### src/rtl/updown_mod_counter.sv
// Up/down modulo counter: wrap or saturate at 0..max, load with clamp, tc pulse, sticky ovf.
// Latency: 1 cycle from sampled inputs to registered count/tc/ovf; no input-to-output comb path.
// Backpressure: none; ld and en are level inputs sampled every edge. UDMC_PRESCALE_EN adds presc port and prescaler.
module updown_mod_counter #(
  parameter int WIDTH      = 8,
  parameter int PRESCALE_W = 4
) (
  input  logic                  clk,
  input  logic                  rst,
  input  logic                  en,
  input  logic                  ld,
  input  logic [WIDTH-1:0]      v,
  input  logic                  up,
  input  logic                  sat,
  input  logic [WIDTH-1:0]      max,
  input  logic                  clr_ovf,
`ifdef UDMC_PRESCALE_EN
  input  logic [PRESCALE_W-1:0] presc,
`endif
  output logic [WIDTH-1:0]      count,
  output logic                  tc,
  output logic                  ovf
);

  logic             tick;
  logic             step;
  logic             boundary;
  logic [WIDTH-1:0] count_step;
  logic [WIDTH-1:0] count_load;

`ifdef UDMC_PRESCALE_EN
  logic [PRESCALE_W-1:0] pre_q;

  // Tick fires on the cycle the prescaler phase reaches the programmed divisor.
  always_comb begin
    tick = (pre_q == presc);
  end

  // Prescaler phase: cleared by reset/load, advances only while enabled.
  always_ff @(posedge clk) begin
    if (!rst) begin
      pre_q <= '0;
    end else if (ld) begin
      pre_q <= '0;
    end else if (en) begin
      if (pre_q == presc) pre_q <= '0;
      else                pre_q <= pre_q + PRESCALE_W'(1);
    end
  end
`else
  logic [PRESCALE_W-1:0] unused_prescale_w;
  assign unused_prescale_w = '0;

  // Without a prescaler every enabled cycle is a step.
  always_comb begin
    tick = 1'b1;
  end
`endif

  // Boundary detection and next-count selection for a step and for a load.
  // count > max (max lowered at run time) counts as an up boundary so saturation clamps.
  always_comb begin
    step       = en & ~ld & tick;
    boundary   = 1'b0;
    count_step = count;
    count_load = (v > max) ? max : v;
    if (up) begin
      if (count < max) begin
        count_step = count + WIDTH'(1);
      end else begin
        boundary   = 1'b1;
        count_step = sat ? max : '0;
      end
    end else begin
      if (count != '0) begin
        count_step = count - WIDTH'(1);
      end else begin
        boundary   = 1'b1;
        count_step = sat ? '0 : max;
      end
    end
  end

  // Count, terminal-count pulse and sticky overflow; boundary set beats clr_ovf.
  always_ff @(posedge clk) begin
    if (!rst) begin
      count <= '0;
      tc    <= 1'b0;
      ovf   <= 1'b0;
    end else begin
      tc <= step & boundary;
      if (ld) begin
        count <= count_load;
      end else if (step) begin
        count <= count_step;
      end
      if (step && boundary) begin
        ovf <= 1'b1;
      end else if (clr_ovf) begin
        ovf <= 1'b0;
      end
    end
  end

endmodule
### config.mk
export PLATFORM = sky130hd
export DESIGN_NAME = updown_mod_counter
export DESIGN_NICKNAME = d
export VERILOG_FILES = /design/src/rtl/updown_mod_counter.sv
export SDC_FILE = /design/constraint.sdc
export NUM_CORES = 1
export LEC_CHECK = 0
export BUFFER_PORTS_ARGS = -buffer_cell sky130_fd_sc_hd__clkbuf_2
export CELL_PAD_IN_SITES_DETAIL_PLACEMENT = 2
export CELL_PAD_IN_SITES_GLOBAL_PLACEMENT = 2
export CORE_ASPECT_RATIO = 1.5
export CORE_MARGIN = 2
export CORE_UTILIZATION = 33
export CTS_BUF_LIST = sky130_fd_sc_hd__clkbuf_2 sky130_fd_sc_hd__clkbuf_4 sky130_fd_sc_hd__clkbuf_8
export CTS_CLUSTER_SIZE = 12
export DETAILED_ROUTE_END_ITERATION = 12
export GPL_TIMING_DRIVEN = 0
export PLACE_DENSITY = 0.95
export SLEW_MARGIN = 10
export SYNTH_ARGS = -nofsm -noshare
export SYNTH_HDL_FRONTEND = slang
export SYNTH_SLANG_ARGS = --single-unit
### constraint.sdc
create_clock -name clk -period 4.05 [get_ports clk]
set_clock_uncertainty 0.1 [all_clocks]
set_input_delay 0.6075 -clock clk [delete_from_list [all_inputs] [get_ports clk]]
set_output_delay 0.6075 -clock clk [all_outputs]
set_load 0.05 [all_outputs]
Word-level counts from Yosys, hierarchy flattened
Cells that the tools add are included.
{ "totals": {"inputBits": 23, "rom_bits": 0, "n_memories": 0, "ram_bits": 0, "latchBits": 0, "output_inout_bits": 10, "reg_bits": 10} }
{ "classes": {"div_mod_pow": 0, "n_eq_ne": 0, "order_cmp": 2, "bitwise_logic": 3, "reduce_logical": 4, "n_mux": 13, "shift": 0, "n_addsub": 2, "mul": 0} }
{ "op_table": {"columns": ["operator", "count"], "rows": [
  ["8-bit 2-to-1 mux", 8],
  ["8-bit by 1-bit adder with 8-bit output, second input constant", 1],
  ["8-bit greater-than comparator", 1],
  ["8-bit less-than comparator", 1],
  ["8-bit nonzero test", 1],
  ["8-bit by 1-bit subtractor with 8-bit output, second input constant", 1],
  ["1-bit 2-to-1 mux", 5],
  ["2-bit nonzero test", 2],
  ["1-bit AND", 2],
  ["1-bit logical AND", 1],
  ["1-bit inverter", 1]
]} }

Depth between registers and ports, before layout
Gate-level depths: netlist (run 1).
{ "depth": {"depth_word": 5, "mapped_depth": 9, "ltp_nobuf": 8} }

Worst setup path before layout (run 1)
OpenSTA, ideal clock, no wires.
{ "synth_path": {"kind": "register to register", "start": "reg count[2]", "end": "reg count[4]", "period_less_slack_ns": 2.458, "setup_slack_ns": 1.592, "setup_ns": 0.079, "path_stages_with_launch": 9, "arrival_ns": 2.279, "t_required_ns": 3.871, "path_cell_list": "dfxtp_1 > ha_1 > a211oi_1 > o21ai_0 > a21oi_1 > clkbuf_1 > a21oi_1 > a211o_1 > o211ai_1"} }
{ "synth_between": {"elab_chain_len": 5, "word_cells_on_any_way": 9, "classes_between": "add/sub: 2; order compare: 1; mux: 5; reduce/logical: 1"} }
{ "synth_rtl": {"columns": ["item", "line_no", "rtl"], "rows": [
  ["start, declared", "20", "output logic [WIDTH-1:0] count,"],
  ["start signal, assigned", "93", "count <= count_load;"],
  ["start signal, assigned", "95", "count <= count_step;"],
  ["8-bit by 1-bit subtractor with 8-bit output (tied with other cells)", "76", "count_step = count - WIDTH'(1);"],
  ["8-bit 2-to-1 mux, on equally long branches", "75, 68", null],
  ["8-bit 2-to-1 mux (*)", "67", "if (up) begin"],
  ["8-bit 2-to-1 mux (*)", "94", "end else if (step) begin"],
  ["8-bit 2-to-1 mux (*)", "92", "if (ld) begin"]
]} }
Mark *: on every way between the ends. The rest lies on a longest branch, timed or not. The select of a mux whose other input is x is not followed.
A chain may end at the register's enable or synchronous reset.

Worst setup path in the final report (run 1)
{ "layout_path": {"start": "in max[2]", "end": "reg count[2]"} }
{ "layout_between": {"elab_chain_len": 5, "word_cells_on_any_way": 10, "classes_between": "order compare: 2; mux: 8"} }
{ "layout_rtl": {"columns": ["item", "line_no", "rtl"], "rows": [
  ["start, declared", "15", "input logic [WIDTH-1:0] max,"],
  ["8-bit less-than comparator (tied with other cells)", "68", "if (count < max) begin"],
  ["8-bit 2-to-1 mux, on equally long branches", "68, 75", null],
  ["8-bit 2-to-1 mux", "67", null],
  ["8-bit 2-to-1 mux", "94", null],
  ["8-bit 2-to-1 mux (*)", "92", null]
]} }
Marked as above.

==> results of run 1 <==
registers in the layout, indices dropped and copies added, names as in the netlist:
signal  flops
count       8
ovf         1
tc          1
final cells by class:
| class | instances | area, um2 | share of cell area (%) |
|---|---|---|---|
| buffer | 10 | 48.8 | 2.79 |
| clock buffer | 4 | 55.1 | 3.15 |
| inverter | 14 | 52.6 | 3.00 |
| multi-input combinational | 171 | 1180 | 67.2 |
| sequential | 10 | 200 | 11.4 |
| tap | 46 | 57.6 | 3.29 |
| timing repair buffer | 32 | 160 | 9.15 |
logic make-up after synthesis:
family                     Yosys count  share of synthesized area (%)
DFF                                 10                           13.5
buffers and inverters               24                           6.86
and+or+nand+nor                     77                           27.7
adders and majority gates           18                           15.2
xor gates and xnor gates             6                           3.56
AOI/OAI and AO/OA                   60                           26.3
muxes                               10                           6.86
cells in the mapped netlist (all sizes together) (2+ instances only):
| cell type | number |
|---|---|
| o41ai | 2 |
| or2 | 2 |
| mux2i | 9 |
| nor2 | 15 |
| o2111ai | 2 |
| nor2b | 5 |
| nor4 | 2 |
| clkbuf | 6 |
| buf | 4 |
| and3 | 4 |
| a31oi | 4 |
| nand4 | 2 |
| inv | 14 |
| or3 | 2 |
| nand2b | 3 |
| a211o | 2 |
| a21o | 2 |
| nor3b | 4 |
| a21oi | 16 |
| nand3 | 6 |
| o211ai | 5 |
| o21ai | 15 |
| xnor2 | 5 |
| nand2 | 21 |
| dfxtp | 10 |
| a22oi | 4 |
| ha | 18 |
| nor3 | 7 |
stage by stage:
step	cells	worst slack (ns)	hold slack [ns]	instance area [um2]	util, %
2_1_floorplan	205	1.59	0.616	1480	-
3_3_place_gp	283	1.01	0.384	1700	39.6
3_5_place_dp	283	0.814	0.451	1700	39.6
4_1_cts	287	0.924	0.465	1750	40.9
5_1_grt	287	0.719	0.491	1750	40.9
6_report	287	0.888	0.461	1750	40.9
path summary, 6_finish.rpt:
kind,to,slack (ns),cells past startpoint
worst max-delay path,count[2],0.89,10
worst min-delay path,ovf,0.46,2
worst max register to register,count[2],0.97,8
worst min register to register,ovf,0.46,2
layer usage:
layer / routed length [um] / global-route usage, % / vias up
li1: - / - / 828
met1: 2480 / 31.8 / 852
met2: 3360 / 49.9 / 50
met3: 185 / 0.905 / 20
met4: 247 / 13.4 / 0
met5: 0 / 0 / -
power breakdown:
part	leakage [nW]	internal, mW	switching, mW
registers	0.0825	0.109	0.0179
logic	0.699	0.106	0.194
clock network	0.0288	0.0862	0.0488
total	0.810	0.300	0.261
tightest hold or removal path, delay by kind of cell, from the launching register on:
kind            cells  cell delay, ns
flops               1            0.32
compound gates      1            0.10
simple gates        1            0.08
cells in the final DEF (no fill, tap or decap), drive strengths merged, types with 2 or more instances in the layout:
| cell | n |
|---|---|
| o41ai | 2 |
| a211o | 2 |
| clkbuf | 42 |
| or2 | 2 |
| nor2 | 15 |
| buf | 4 |
| mux2i | 9 |
| a31oi | 4 |
| nand3 | 6 |
| nand4 | 2 |
| dfxtp | 10 |
| o21ai | 15 |
| a21oi | 16 |
| nor3b | 4 |
| nor3 | 7 |
| or3 | 2 |
| nand2 | 21 |
| a22oi | 4 |
| xnor2 | 5 |
| ha | 18 |
| nor4 | 2 |
| a21o | 2 |
| nor2b | 5 |
| o211ai | 5 |
| o2111ai | 2 |
| inv | 14 |
| nand2b | 3 |
| and3 | 4 |
==> flow_summary.ini, run 1 <==
[outcome]
status = finished with violations
violations = DRC

[global_route]
grt_pass1_wl_mm = 10.5
grt_overflow_total = 0
grt_max_degree = 11
antenna_found_initial = 0
track_usage_pct = 27.4
grt_pass1_vias = 2036

[pwr]
peakVddDrop_uv = 130
total_power_uw = 561
powerDensity_mw_per_mm2 = 321
power.leakage_nw = 0.810

[clock_tree]
clock_latency_ns = 0.25
cts_sinks = 10
cts_tree = yes
path_clk_slew_ns = 0.06
cts_buffers = 3
cts-root-buf = clkbuf_8
postCtsHoldBufs = 0
cts_resized = 0
cts.htree.levels = 1
cts.path.max_buffers = 2
post-cts-setup-buffer-count = 0

[min_path]
hp-class = register to register
worstHoldStart = ovf

[placed_design]
hpwl_mm = 4.95
finalWeightedCongestion = 0.844
portBuffers = 32

[critical_path]
crit_path_start = max[2]
crit_chain = clkbuf_2 > inv_1 > ha_1 > a211oi_1 > o21ai_0 > a21oi_1 > clkbuf_1 > mux2i_1 > o21ai_0 > a21oi_1
cp-start-kind = input pin
crit_type = input pin to register
critical_path.max_stage_delay_ns = 0.53
end_kind = register
cp_top_family = compound AO/OA/AOI/OAI gates
worst-endpoint-arrival_ns = 3.25
r2r-start = count[2]
required_ns = 4.13
crit_slowest_cell = clkbuf_1
cp_max_fo = 10
worst-path-buf-inv = 3

[timing]
fmax_mhz = 316
tightest_slew_ns = 0.818
slew_headroom_pct = 45.4
hold_violations = 0
final.min_clock_period_ns = 3.16
finalCritPeriodShare_pct = 78.1
maxSlewViolCount = 0
rsz0062_at_grt = false
setup_viol = 0
tns_ns = 0

[die]
die_x_um = 58.6
die_area_mm2 = 0.00504
fp.coreArea_mm2 = 0.00428
placementRows = 29
fp.dieH_um = 86.0
initial_core_util_pct = 34.5
ioPinCount = 33

[route]
viasPerCell = 6.10
wl_per_cell_um = 21.9
wirelength_mm = 6.28
drt-initial-drc-count = 65
drcViolationCount = 1
antenna_left = 0
firstDrtPassIters = 8
vias = 1750

[cells_and_area]
area_growth_pct = 18.5
antenna_cells = 0
final_net_count = 283
nFillCells = 512
layout-drive-gt1-share_pct = 19.5

[yosys]
netlist_top_cells_area = ha_1, dfxtp_1, mux2i_1
yosysUniqueCellTypes = 45
synth_ff_type = dfxtp_1
ys_seq_elements = 10
syn_nets = 246
syn_area_mm2 = 0.00148
ys_seq_area_share_pct = 13.5
async_flop_share_pct = 0
synth_edf_count = 0
syn_area_per_cell_um2 = 7.21
synth_area_leader_cell = ha_1
syn_inst = 205
yosysWarnings = 0
synth_top_area_share_pct = 15.2

[job]
drv_cap = 0
Note: power is estimated with default switching activity, not from simulation.
==> run 2, diff against run 1 <==
--- a/config.mk
+++ b/config.mk
@@ -10,12 +10,12 @@
 export CELL_PAD_IN_SITES_GLOBAL_PLACEMENT = 2
 export CORE_ASPECT_RATIO = 1.5
 export CORE_MARGIN = 2
-export CORE_UTILIZATION = 33
+export CORE_UTILIZATION = 28
 export CTS_BUF_LIST = sky130_fd_sc_hd__clkbuf_2 sky130_fd_sc_hd__clkbuf_4 sky130_fd_sc_hd__clkbuf_8
 export CTS_CLUSTER_SIZE = 12
 export DETAILED_ROUTE_END_ITERATION = 12
 export GPL_TIMING_DRIVEN = 0
-export PLACE_DENSITY = 0.95
+export PLACE_DENSITY = 0.9
 export SLEW_MARGIN = 10
 export SYNTH_ARGS = -nofsm -noshare
 export SYNTH_HDL_FRONTEND = slang
==> constraint.sdc (replaced) <==
create_clock -name clk -period 2.6 [get_ports clk]
set_clock_uncertainty 0.1 [all_clocks]
set_input_delay 0.39 -clock clk [delete_from_list [all_inputs] [get_ports clk]]
set_output_delay 0.39 -clock clk [all_outputs]
set_load 0.05 [all_outputs]
==> run 2 against run 1 <==
Effect of this change:
- the run now ends clean
- largest cell class unchanged
- critical endpoint is now count[6]
- worst setup slack lost 0.72 ns
- die area grew 17%
- count of clock-buffer cells in the layout is the same
- final cell count grew 7.7%
- sequential share of layout area shrank 0.25 points
- wire length shrank 6.4%
- core utilization shrank 6.0 points
- first-iteration DRC count shrank 60%
- sequential cell count is the same
- final area grew 2.2%
- non-clock buffer count is the same
==> flow_summary.ini, run 2 (synthesis results as in run 1) <==
[outcome]
status = complete, no violations

[critical_path]
end_kind = register
crit_path_start = count[2]
cp_max_fo = 10
r2r-start = count[2]
rrSetupSlack_ns = 0.16
worst-endpoint-arrival_ns = 2.46
critPathMostFrequentCell = o21ai_0
crit_type = register to register
crit_slowest_cell = dfxtp_1
cp-start-kind = register
crit_chain = ha_1 > a211oi_1 > o21ai_0 > a21oi_2 > buf_2 > mux2i_1 > a21oi_1 > o21ai_0
required_ns = 2.62
critical_path.max_stage_delay_ns = 0.45

[timing]
tns_ns = 0
tightest_slew_ns = 0.910
fmax_mhz = 410
setup_viol = 0
hold_violations = 0
finalCritPeriodShare_pct = 93.7
maxSlewViolCount = 0
rsz0062_at_grt = false
final.min_clock_period_ns = 2.44
slew_headroom_pct = 39.2

[clock_tree]
path_clk_slew_ns = 0.06
postCtsHoldBufs = 0
clock_latency_ns = 0.25
cts_tree = yes
cts-root-buf = clkbuf_8
cts.htree.levels = 1
cts.path.max_buffers = 2
cts_buffers = 3
cts_sinks = 10

[placed_design]
portBuffers = 32
hpwl_mm = 4.62
finalWeightedCongestion = 0.801
place_inst = 305

[route]
viasPerCell = 5.65
drcViolationCount = 0
wl_per_cell_um = 19.0
firstDrtPassIters = 4
vias = 1745
drt-initial-drc-count = 26
wirelength_mm = 5.88
antenna_left = 0

[cells_and_area]
final_cell_mix = clkbuf_2, nand2_1, ha_1
final_net_count = 283
nFillCells = 662
final_common_cell = clkbuf_2
antenna_cells = 0
largest_registers = count (8), ovf (1), tc (1)
largest_reg_flops = 8
area_growth_pct = 21.1
final_cells = 309
top_register = count
layout-drive-gt1-share_pct = 21.2

[die]
initial_core_util_pct = 28.8
fp.dieH_um = 93.0
ioPinCount = 33
die_x_um = 63.3
die_area_mm2 = 0.00589
fp.coreArea_mm2 = 0.00512
placementRows = 32

[job]
drv_cap = 0

[min_path]
hp-class = input pin to register
worstHoldStart = clr_ovf

[global_route]
track_usage_pct = 20.7
grt_pass1_wl_mm = 9.46
antenna_found_initial = 0
grt_max_degree = 11
grt_overflow_total = 0
grt_pass1_vias = 1853

[pwr]
peakVddDrop_uv = 207
power.leakage_nw = 0.818
powerDensity_mw_per_mm2 = 488
-- run 2: worst paths after layout --
| check | cells after the start | end |
|---|---|---|
| max | 8 | count[6] |
| min | 3 | ovf |
| max reg2reg | 8 | count[6] |
| min reg2reg | 2 | ovf |
-- run 2: area by class of cell --
| class | instances | area, um2 | share of cell area, % |
|---|---|---|---|
| Inverter | 14 | 52.6 | 2.94 |
| Multi-Input combinational cell | 171 | 1180 | 66.2 |
| Buffer | 10 | 51.3 | 2.87 |
| Sequential cell | 10 | 200 | 11.2 |
| Tap cell | 68 | 85.1 | 4.76 |
| Timing Repair Buffer | 32 | 160 | 8.95 |
| Clock buffer | 4 | 55.1 | 3.08 |
-- run 2: metal layers --
metal	GRT usage (%)	routed length (um)	part of all wire, %
met1	23.1	2370	40
met3	2.05	169	2.9
met4	10.3	235	4.0
met5	0	0	0
met2	38.6	3110	53
-- run 2: stage by stage --
step           util [%]  setup WS [ns]  power [mW]  hold WS (ns)  instance area [um2]
2_1_floorplan         -          0.142       0.511         0.474                 1480
3_3_place_gp       33.6         -0.140       0.623         0.381                 1720
3_5_place_dp       33.6         -0.222       0.644         0.402                 1720
4_1_cts            34.7         0.0499       0.869         0.340                 1780
5_1_grt            34.9         0.0227       0.926         0.385                 1790
6_report           34.9          0.164       0.873         0.335                 1790
-- run 2: worst max-delay path, delay by kind of cell, from the launching register on --
| kind | cells | cell delay, ns |
|---|---|---|
| DFF | 1 | 0.45 |
| buffers and inverters | 1 | 0.31 |
| adders and majority gates | 1 | 0.29 |
| AOI/OAI and AO/OA | 5 | 1.03 |
| muxes | 1 | 0.11 |
-- run 2: power by group --
group	internal, mW	total (mW)	switching (mW)
clock	0.134	0.218	0.0835
combinational	0.166	0.459	0.293
sequential	0.169	0.196	0.0274
total	0.469	0.873	0.404
-- run 2: what timing repair did --
action | in CTS | in global routing
resized for setup | 1 | 5
endpoints found under the hold margin | 0 | 0
endpoints found under the setup margin | 6 | 7
pin swaps | 0 | 0
buffers inserted | 0 | 0
